**src/rtl/resizer.sv**
```systemverilog
// resizer: lane-compacting stream width converter, S_KEEP_WIDTH-lane slave to M_KEEP_WIDTH-lane master.
// latency: a beat can be presented the cycle after the edge that wrote its completing lane; no s_* to m_* path.
// backpressure: s_ready_o from registered occupancy only; master outputs come from registered state and hold while stalled.
module resizer #(
   parameter int S_KEEP_WIDTH     = 2,
   parameter int T_DATA_WIDTH     = 4,
   parameter int M_KEEP_WIDTH     = 3,
   parameter int MULTIPLIER       = 2,
   parameter int BUF_IN_ENTRY_SZ  = (2+T_DATA_WIDTH)*S_KEEP_WIDTH,
   parameter int BUF_OUT_ENTRY_SZ = (2+T_DATA_WIDTH)*M_KEEP_WIDTH
) (
   input  logic                        clk,
   input  logic                        rst_n,
   input  logic                        s_valid_i,
   input  logic                        s_last_i,
   input  logic [S_KEEP_WIDTH-1:0]     s_keep_i,
   input  logic [T_DATA_WIDTH-1:0]     s_data_i [S_KEEP_WIDTH],
   output logic                        s_ready_o,
   output logic                        m_valid_o,
   input  logic                        m_ready_i,
   output logic                        m_last_o,
   output logic [M_KEEP_WIDTH-1:0]     m_keep_o,
   output logic [T_DATA_WIDTH-1:0]     m_data_o [M_KEEP_WIDTH],
   output logic                        overflow,
   output logic                        underflow,
   output logic                        slave_entry_valid,
   output logic [BUF_IN_ENTRY_SZ-1:0]  slave_entry,
   output logic                        master_entry_ready,
   output logic [BUF_OUT_ENTRY_SZ-1:0] master_entry
);

   localparam int DEPTH = MULTIPLIER*(S_KEEP_WIDTH+M_KEEP_WIDTH);
   localparam int RW    = T_DATA_WIDTH+2;        // lane record {keep, last, data}
   localparam int PW    = $clog2(DEPTH);
   localparam int CW    = $clog2(DEPTH+1);

   logic [RW-1:0] mem_q [DEPTH];
   logic [PW-1:0] wr_ptr_q, wr_ptr_d;
   logic [PW-1:0] rd_ptr_q, rd_ptr_d;
   logic [CW-1:0] count_q, count_d;

   logic [RW-1:0] comp_rec [S_KEEP_WIDTH];
   logic [RW-1:0] head_rec [M_KEEP_WIDTH];
   int            push_n;
   int            beat_len;
   logic          found;
   logic          push, pop;
   int            push_n_eff, pop_n_eff;

   // Circular pointer advance; offsets never exceed DEPTH so one subtraction suffices.
   function automatic logic [PW-1:0] wrap(input int base, input int off);
      int s;
      s = base + off;
      if (s >= DEPTH) s = s - DEPTH;
      return PW'(s);
   endfunction

   assign s_ready_o          = (DEPTH - int'(count_q)) >= S_KEEP_WIDTH;
   assign overflow           = s_valid_i & ~s_ready_o;
   assign underflow          = m_ready_i & ~m_valid_o;
   assign slave_entry_valid  = s_valid_i & s_ready_o;
   assign master_entry_ready = m_valid_o & m_ready_i;

   // Compact kept input lanes to the bottom; last rides on the highest kept lane only.
   always_comb begin
      int   rank;
      logic top;
      rank   = 0;
      top    = 1'b0;
      push_n = 0;
      for (int i = 0; i < S_KEEP_WIDTH; i++)
         if (s_keep_i[i]) push_n = push_n + 1;
      for (int p = 0; p < S_KEEP_WIDTH; p++) begin
         comp_rec[p] = '0;
         rank = 0;
         for (int i = 0; i < S_KEEP_WIDTH; i++) begin
            if (s_keep_i[i]) begin
               if (rank == p) begin
                  top = 1'b1;
                  for (int j = i+1; j < S_KEEP_WIDTH; j++)
                     if (s_keep_i[j]) top = 1'b0;
                  comp_rec[p] = {1'b1, s_last_i & top, s_data_i[i]};
               end
               rank = rank + 1;
            end
         end
      end
      slave_entry = '0;
      for (int p = 0; p < S_KEEP_WIDTH; p++)
         slave_entry[p*RW +: RW] = comp_rec[p];
   end

   // Form the output beat from the oldest records: stop at the first last, else need a full beat.
   always_comb begin
      int            cnt;
      logic [RW-1:0] out_rec;
      cnt      = int'(count_q);
      found    = 1'b0;
      beat_len = 0;
      out_rec  = '0;
      for (int r = 0; r < M_KEEP_WIDTH; r++) begin
         head_rec[r] = mem_q[wrap(int'(rd_ptr_q), r)];
         if (!found && r < cnt && head_rec[r][T_DATA_WIDTH]) begin
            found    = 1'b1;
            beat_len = r + 1;
         end
      end
      if (!found && cnt >= M_KEEP_WIDTH) beat_len = M_KEEP_WIDTH;
      m_valid_o    = beat_len != 0;
      m_last_o     = found;
      m_keep_o     = '0;
      master_entry = '0;
      for (int r = 0; r < M_KEEP_WIDTH; r++) begin
         out_rec     = (r < beat_len) ? head_rec[r] : '0;
         m_keep_o[r] = out_rec[RW-1];
         m_data_o[r] = out_rec[T_DATA_WIDTH-1:0];
         master_entry[r*RW +: RW] = out_rec;
      end
   end

   // Occupancy and pointer next-state from this cycle's push and pop.
   always_comb begin
      push       = s_valid_i & s_ready_o;
      pop        = m_valid_o & m_ready_i;
      push_n_eff = push ? push_n : 0;
      pop_n_eff  = pop ? beat_len : 0;
      count_d    = CW'(int'(count_q) + push_n_eff - pop_n_eff);
      wr_ptr_d   = wrap(int'(wr_ptr_q), push_n_eff);
      rd_ptr_d   = wrap(int'(rd_ptr_q), pop_n_eff);
   end

   // FIFO state; reset discards any buffered lanes.
   always_ff @(posedge clk or negedge rst_n) begin
      if (!rst_n) begin
         count_q  <= '0;
         wr_ptr_q <= '0;
         rd_ptr_q <= '0;
         for (int i = 0; i < DEPTH; i++) mem_q[i] <= '0;
      end else begin
         count_q  <= count_d;
         wr_ptr_q <= wr_ptr_d;
         rd_ptr_q <= rd_ptr_d;
         for (int p = 0; p < S_KEEP_WIDTH; p++)
            if (push && p < push_n) mem_q[wrap(int'(wr_ptr_q), p)] <= comp_rec[p];
      end
   end

endmodule

```
**config.mk**
```make
export PLATFORM = sky130hd
export DESIGN_NAME = resizer
export DESIGN_NICKNAME = d
export VERILOG_FILES = /design/src/rtl/resizer.sv
export SDC_FILE = /design/constraint.sdc
export NUM_CORES = 1
export LEC_CHECK = 0
export ABC_AREA = 1
export BUFFER_PORTS_ARGS = -buffer_cell sky130_fd_sc_hd__buf_2
export CAP_MARGIN = 20
export CORE_UTILIZATION = 45
export CTS_CLUSTER_DIAMETER = 80
export CTS_CLUSTER_SIZE = 25
export DETAILED_ROUTE_END_ITERATION = 7
export GPL_TIMING_DRIVEN = 0
export PLACE_DENSITY = 0.75
export SETUP_SLACK_MARGIN = 0.2
export SYNTH_ARGS = -nofsm -noshare
export SYNTH_HDL_FRONTEND = slang
export SYNTH_SLANG_ARGS = --single-unit
```
**constraint.sdc**
```tcl
create_clock -name clk -period 5.25 [get_ports clk]
set_input_delay 0.2625 -clock clk [delete_from_list [all_inputs] [get_ports clk]]
set_output_delay 0.2625 -clock clk [all_outputs]
set_load 0.01 [all_outputs]
```
### Yosys cells after proc, flatten, opt, wreduce, memory -nomap -nowiden

Index checks and enable logic that the tools add are counted.

| word-level totals | value |
|---|---|
| bits in registers | 72 |
| bits of input ports | 15 |
| output and inout bits | 52 |
| word-level logic and storage cells | 128 |

| operators by class | value |
|---|---|
| add/subtract/negate cells | 16 |
| $lt $le $gt $ge | 24 |
| eq/ne operators | 1 |
| multiplexer cells | 47 |
| bitwise logic cells | 12 |
| reductions and logical operators | 15 |

Operators with widths:

| operator | count |
|---|---|
| $mux W32 | 6 |
| $bwmux W60 | 2 |
| $mux W60 | 2 |
| $mux W6 | 16 |
| $bmux W6 S4 | 3 |
| $add A5 B32 Y32 | 2 |
| $ge A32 B5 Y1 const B | 2 |
| $lt A1 B32 Y1 const A | 2 |
| $lt A2 B32 Y1 const A | 2 |
| $demux W6 S4 | 2 |
| $mux W4 | 9 |
| $add A32 B2 Y32 const B | 1 |
| $eq A32 B2 Y1 const B | 1 |
| $logic_not A32 Y1 | 1 |
| $lt A3 B32 Y1 const A | 1 |
| $reduce_bool A32 Y1 | 1 |
| $sub A4 B4 Y4 const B | 7 |
| $ge A5 B5 Y1 const B | 5 |
| $not A4 Y5 | 5 |
| $ge A5 B4 Y1 const B | 3 |
| $add A4 B1 Y5 const B | 2 |
| $logic_and A1 B1 Y1 | 10 |
| $lt A5 B1 Y1 const B | 2 |
| $ge A4 B4 Y1 const B | 2 |
| other kinds (12) | 26 |

### Logic depth before layout (Yosys ltp)

| depth | value |
|---|---|
| word-level depth | 25 |
| mapped depth | 33 |

### Worst setup path after synthesis

No wires, ideal clock.

| timing path | value |
|---|---|
| kind | reg2reg |
| from | register rd_ptr_q[0] |
| to | register rd_ptr_q[3] |
| library setup time | 0.079 ns |
| arrival time | 4.425 ns |
| required time | 5.171 ns |
| slack | 0.746 ns |
| cell stages (with the launch flop) | 29 |
| period minus slack after synthesis | 4.504 ns |
| cell sequence | dfrtp_1 -> buf_4 -> inv_2 -> buf_2 -> clkbuf_1 -> buf_2 -> ha_1 -> inv_1 -> ha_1 -> inv_1 -> nand3_1 -> nand2_1 -> inv_2 -> nand2_4 -> o21ai_2 -> nand3_1 -> nand2_1 -> nand2_1 -> nand3_2 -> nand4_4 -> nand2_1 -> nor2_1 -> ha_1 -> fa_1 -> xnor2_1 -> a21oi_1 -> a31o_2 -> nand2_1 -> xor2_1 |

| between the ends | value |
|---|---|
| longest elaborated chain between the ends | 25 |
| elaborated cells between the ends (all ways) | 46 |
| classes of those cells | add/sub (7); order compare (4); mux (21); bitwise (4); reduce/logical (10) |

Ends and longest elaborated chain:

| element | line | RTL |
|---|---|---|
| start, declared | 39 | `logic [PW-1:0] rd_ptr_q, rd_ptr_d;` |
| start signal, assigned | 142 | `rd_ptr_q <= rd_ptr_d;` |
| branches (longest 18 deep; another with $add A4 B1 Y5) | - |  |
| $mux W32 * | 108 | `if (!found && cnt >= M_KEEP_WIDTH) beat_len = M_KEEP_WIDTH;` |
| $reduce_bool A32 Y1 * | 109 | `m_valid_o = beat_len != 0;` |
| net m_valid_o | 19 | `output logic m_valid_o,` |
| $and A1 B1 Y1 * | 124 | `pop = m_valid_o & m_ready_i;` |
| $mux W32 * | 126 | `pop_n_eff = pop ? beat_len : 0;` |
| $add A5 B32 Y32 * | 53 | `s = base + off;` |
| $ge A32 B5 Y1 or $sub A4 B4 Y4 (tied branches) | 54 | `if (s >= DEPTH) s = s - DEPTH;` |
| $mux W4 * | 54 |  |
| net rd_ptr_d[3] | 39 |  |

Mark *: on every way through the listed nets, which the timed path passes. The select of a mux whose other input is x is not followed.

### Final worst setup path

| timing path | value |
|---|---|
| from | register rd_ptr_q[0] |
| to | register rd_ptr_q[3] |

| between the ends | value |
|---|---|
| longest elaborated chain between the ends | 25 |
| elaborated cells between the ends (all ways) | 46 |
| classes of those cells | add/sub (7); order compare (4); mux (21); bitwise (4); reduce/logical (10) |

Ends and longest elaborated chain:

| element | line |
|---|---|
| branches (longest 22 deep; another with $add A4 B1 Y5) | - |
| $add A5 B32 Y32 * | 53 |
| $ge A32 B5 Y1 or $sub A4 B4 Y4 (tied branches) | 54 |
| $mux W4 * | 54 |
| net rd_ptr_d[3] | 39 |

Marked as above.

==> impl_metrics.tcl <==
set metrics [dict create \
    setup.worst_path.end_class "flop" \
    synthToLayoutAreaGrowth_pct 16.0 \
    synth_area_leaders "dfrtp_1 (28%), nand2_1 (13%), o21ai_0 (8.6%)" \
    syn_area_per_cell_um2 6.82 \
    final_nets 1064 \
    clock_latency_ps 350 \
    finalCritPeriodShare 0.905 \
    fin_crit_ps 4750 \
    syn-num-nets 979 \
    pre_cts_slack_ps 54.9 \
    cts_buffer_depth 2 \
    fp.dieH_um 121 \
    vias 6413 \
    numPortBuffers 66 \
    postRouteWirelength_um 18700 \
    synthesis.area_um2 6340 \
    antenna_found_initial 0 \
    cp-start-kind "flop" \
    placedCellCount 1177 \
    dieArea_um2 14600 \
    worstSetupPathType "reg2reg" \
    arrival_ps 5020 \
    setup_slack_ps 497 \
    via_per_inst 5.34 \
    worstMarginPinSlew_ps 1060 \
    synth_warnings 0 \
    wl_per_cell_um 15.6 \
    firstDrtPassIters 5 \
    fillers 1327 \
    htreeDepth 3 \
    relSlewSlack 0.290 \
    hpwl_um 14400 \
    syn_inst 930 \
    first_iter_violations 518 \
    fin_area_um2 7360 \
    cts_buffers 9 \
    clock_skew_ps 6.98 \
    final_cell_mix "nand2_1 (221), inv_1 (115), o21ai_0 (109)" \
    ys_seq_area_frac 0.284 \
    critPathMaxFanout 10 \
    setup_viol 0 \
    cpMaxStageDelayCell "dfrtp_2" \
    clockRootBuffer "clkbuf_16" \
    cp_slowest_stage_delay_ps 400 \
    grt_pass1_vias 5849 \
    rsz0062_at_grt "false" \
    core-area_um2 13800 \
    start_util 0.459 \
    layout-drive-gt1-share 0.198 \
    synth_cell_types 47 \
    row_count 43 \
    hold_viol_final 0 \
    cts_tree "built" \
    fin_cells 1200 \
    die_width_um 121 \
    maxSlewViolCount 0 \
    clkTransAtPathRegs_ps 60 \
    antenna_left 0 \
    timing.fmax_ghz 0.210 \
    run_status "complete, no violations" \
    crit_top_cell "nand2_1" \
    fin_tns_setup_ps 0 \
    io_pins 67 \
    grt_pass1_wl_um 30200 \
    hold_path.class "in2reg" \
    max-cap-violations 0 \
    yosysTopAreaCellShare 0.284 \
    critical_path_required_ps 5520 \
    drc 0 \
    synth_seq_cells 72 \
    grtUsageTotal 0.269 \
    cts_sinks 72 \
    grt_max_degree 70 \
    gp_congestion 0.990 \
    globalRouteOverflowTotal 0 \
    layout_commonest_cell "nand2_1" \
    place_area_um2 6930 \
    antenna_cells 0 \
    synth_top_cell_by_area "dfrtp_1" \
]
## state kept, by name, summed over array words and instances, names as in the netlist
name / flops
wr_ptr_q: 4
rd_ptr_q: 4
count_q: 4
mem_q: 60
## final timing paths
| check | to | slack, ps | startpoint | cells after the start |
|---|---|---|---|---|
| max in group asynchronous | mem_q[47] | 4420 | rst_n | 3 |
| worst min-delay path | mem_q[28] | 240 | s_last_i | 3 |
| worst max-delay path | rd_ptr_q[3] | 500 | rd_ptr_q[0] | 31 |
| worst min register to register | mem_q[11] | 490 | mem_q[11] | 2 |
| min in group asynchronous | rd_ptr_q[1] | 270 | rst_n | 2 |
| worst max register to register | rd_ptr_q[3] | 500 | rd_ptr_q[0] | 31 |
## synth_stat cells, drive strengths merged
| cell | number |
|---|---|
| a31oi | 9 |
| or2 | 1 |
| clkinv | 1 |
| a31o | 1 |
| nand2 | 244 |
| xnor2 | 5 |
| dfrtp | 72 |
| xor2 | 9 |
| a22oi | 12 |
| a211oi | 1 |
| fa | 4 |
| o22ai | 9 |
| o21bai | 2 |
| mux2i | 2 |
| a32o | 5 |
| o211ai | 25 |
| nand4 | 3 |
| a21oi | 43 |
| clkbuf | 18 |
| nor2 | 71 |
| nor3 | 7 |
| nand3 | 54 |
| ha | 30 |
| buf | 33 |
| o221ai | 1 |
| inv | 133 |
| o21ai | 135 |
## final cells by class
| class | instances | area (µm²) | share of cell area |
|---|---|---|---|
| clock inverters | 4 | 51.3 | 0.00697 |
| flip-flops and latches | 72 | 1800 | 0.245 |
| well taps | 180 | 225 | 0.0306 |
| clock buffers | 12 | 267 | 0.0362 |
| inverters | 134 | 508 | 0.0690 |
| plain buffers | 51 | 297 | 0.0403 |
| repair buffers | 74 | 415 | 0.0565 |
| multi-input cells | 673 | 3790 | 0.515 |
## kinds of logic (layout without fill, tap and decap cells)
logic type | after synthesis | in the layout | share of synthesized area
and+or+nand+nor | 380 | 380 | 0.272
AOI/OAI and AO/OA | 243 | 243 | 0.221
buffers and inverters | 185 | 275 | 0.125
DFF | 72 | 72 | 0.284
adders and majority gates | 34 | 34 | 0.0718
xor gates and xnor gates | 14 | 14 | 0.0223
muxes | 2 | 2 | 0.00316
## per-stage QoR
stage	utilization	hold WS (ps)
after floorplan	-	-33.1
after global placement	0.499	460
after detailed placement	0.501	75.5
after CTS	0.525	238
after global routing	0.532	271
final	0.532	239
## critical path, delay by kind of cell (launching register included)
| kind | cells | cell delay (ps) |
|---|---|---|
| AO/OA/AOI/OAI | 3 | 500 |
| XOR/XNOR | 2 | 370 |
| adder cells (fa/ha/maj) | 4 | 1120 |
| buffers and inverters | 9 | 1080 |
| flip-flops | 1 | 400 |
| AND/OR/NAND/NOR | 13 | 1180 |
## routing by layer
| layer | wire length, µm | global-route usage | vias to the layer above | part of all wire |
|---|---|---|---|---|
| met5 | 0 | 0 | - | 0 |
| met2 | 8570 | 0.427 | 238 | 0.46 |
| met3 | 1240 | 0.0481 | 33 | 0.066 |
| li1 | - | - | 3218 | - |
| met1 | 8420 | 0.361 | 2924 | 0.45 |
| met4 | 525 | 0.111 | 0 | 0.028 |
## timing repair
action | CTS | global route
endpoints found under the setup margin | 3 | 5
pin swaps | 0 | 2
setup buffers | 0 | 6
endpoints found under the hold margin | 70 | 0
cloned | 0 | 0
hold buffers | 1 | 0
gates resized for setup | 2 | 16
Power is not shown: default switching activity piles up to over one toggle a cycle in this logic, so the estimate is an artifact.
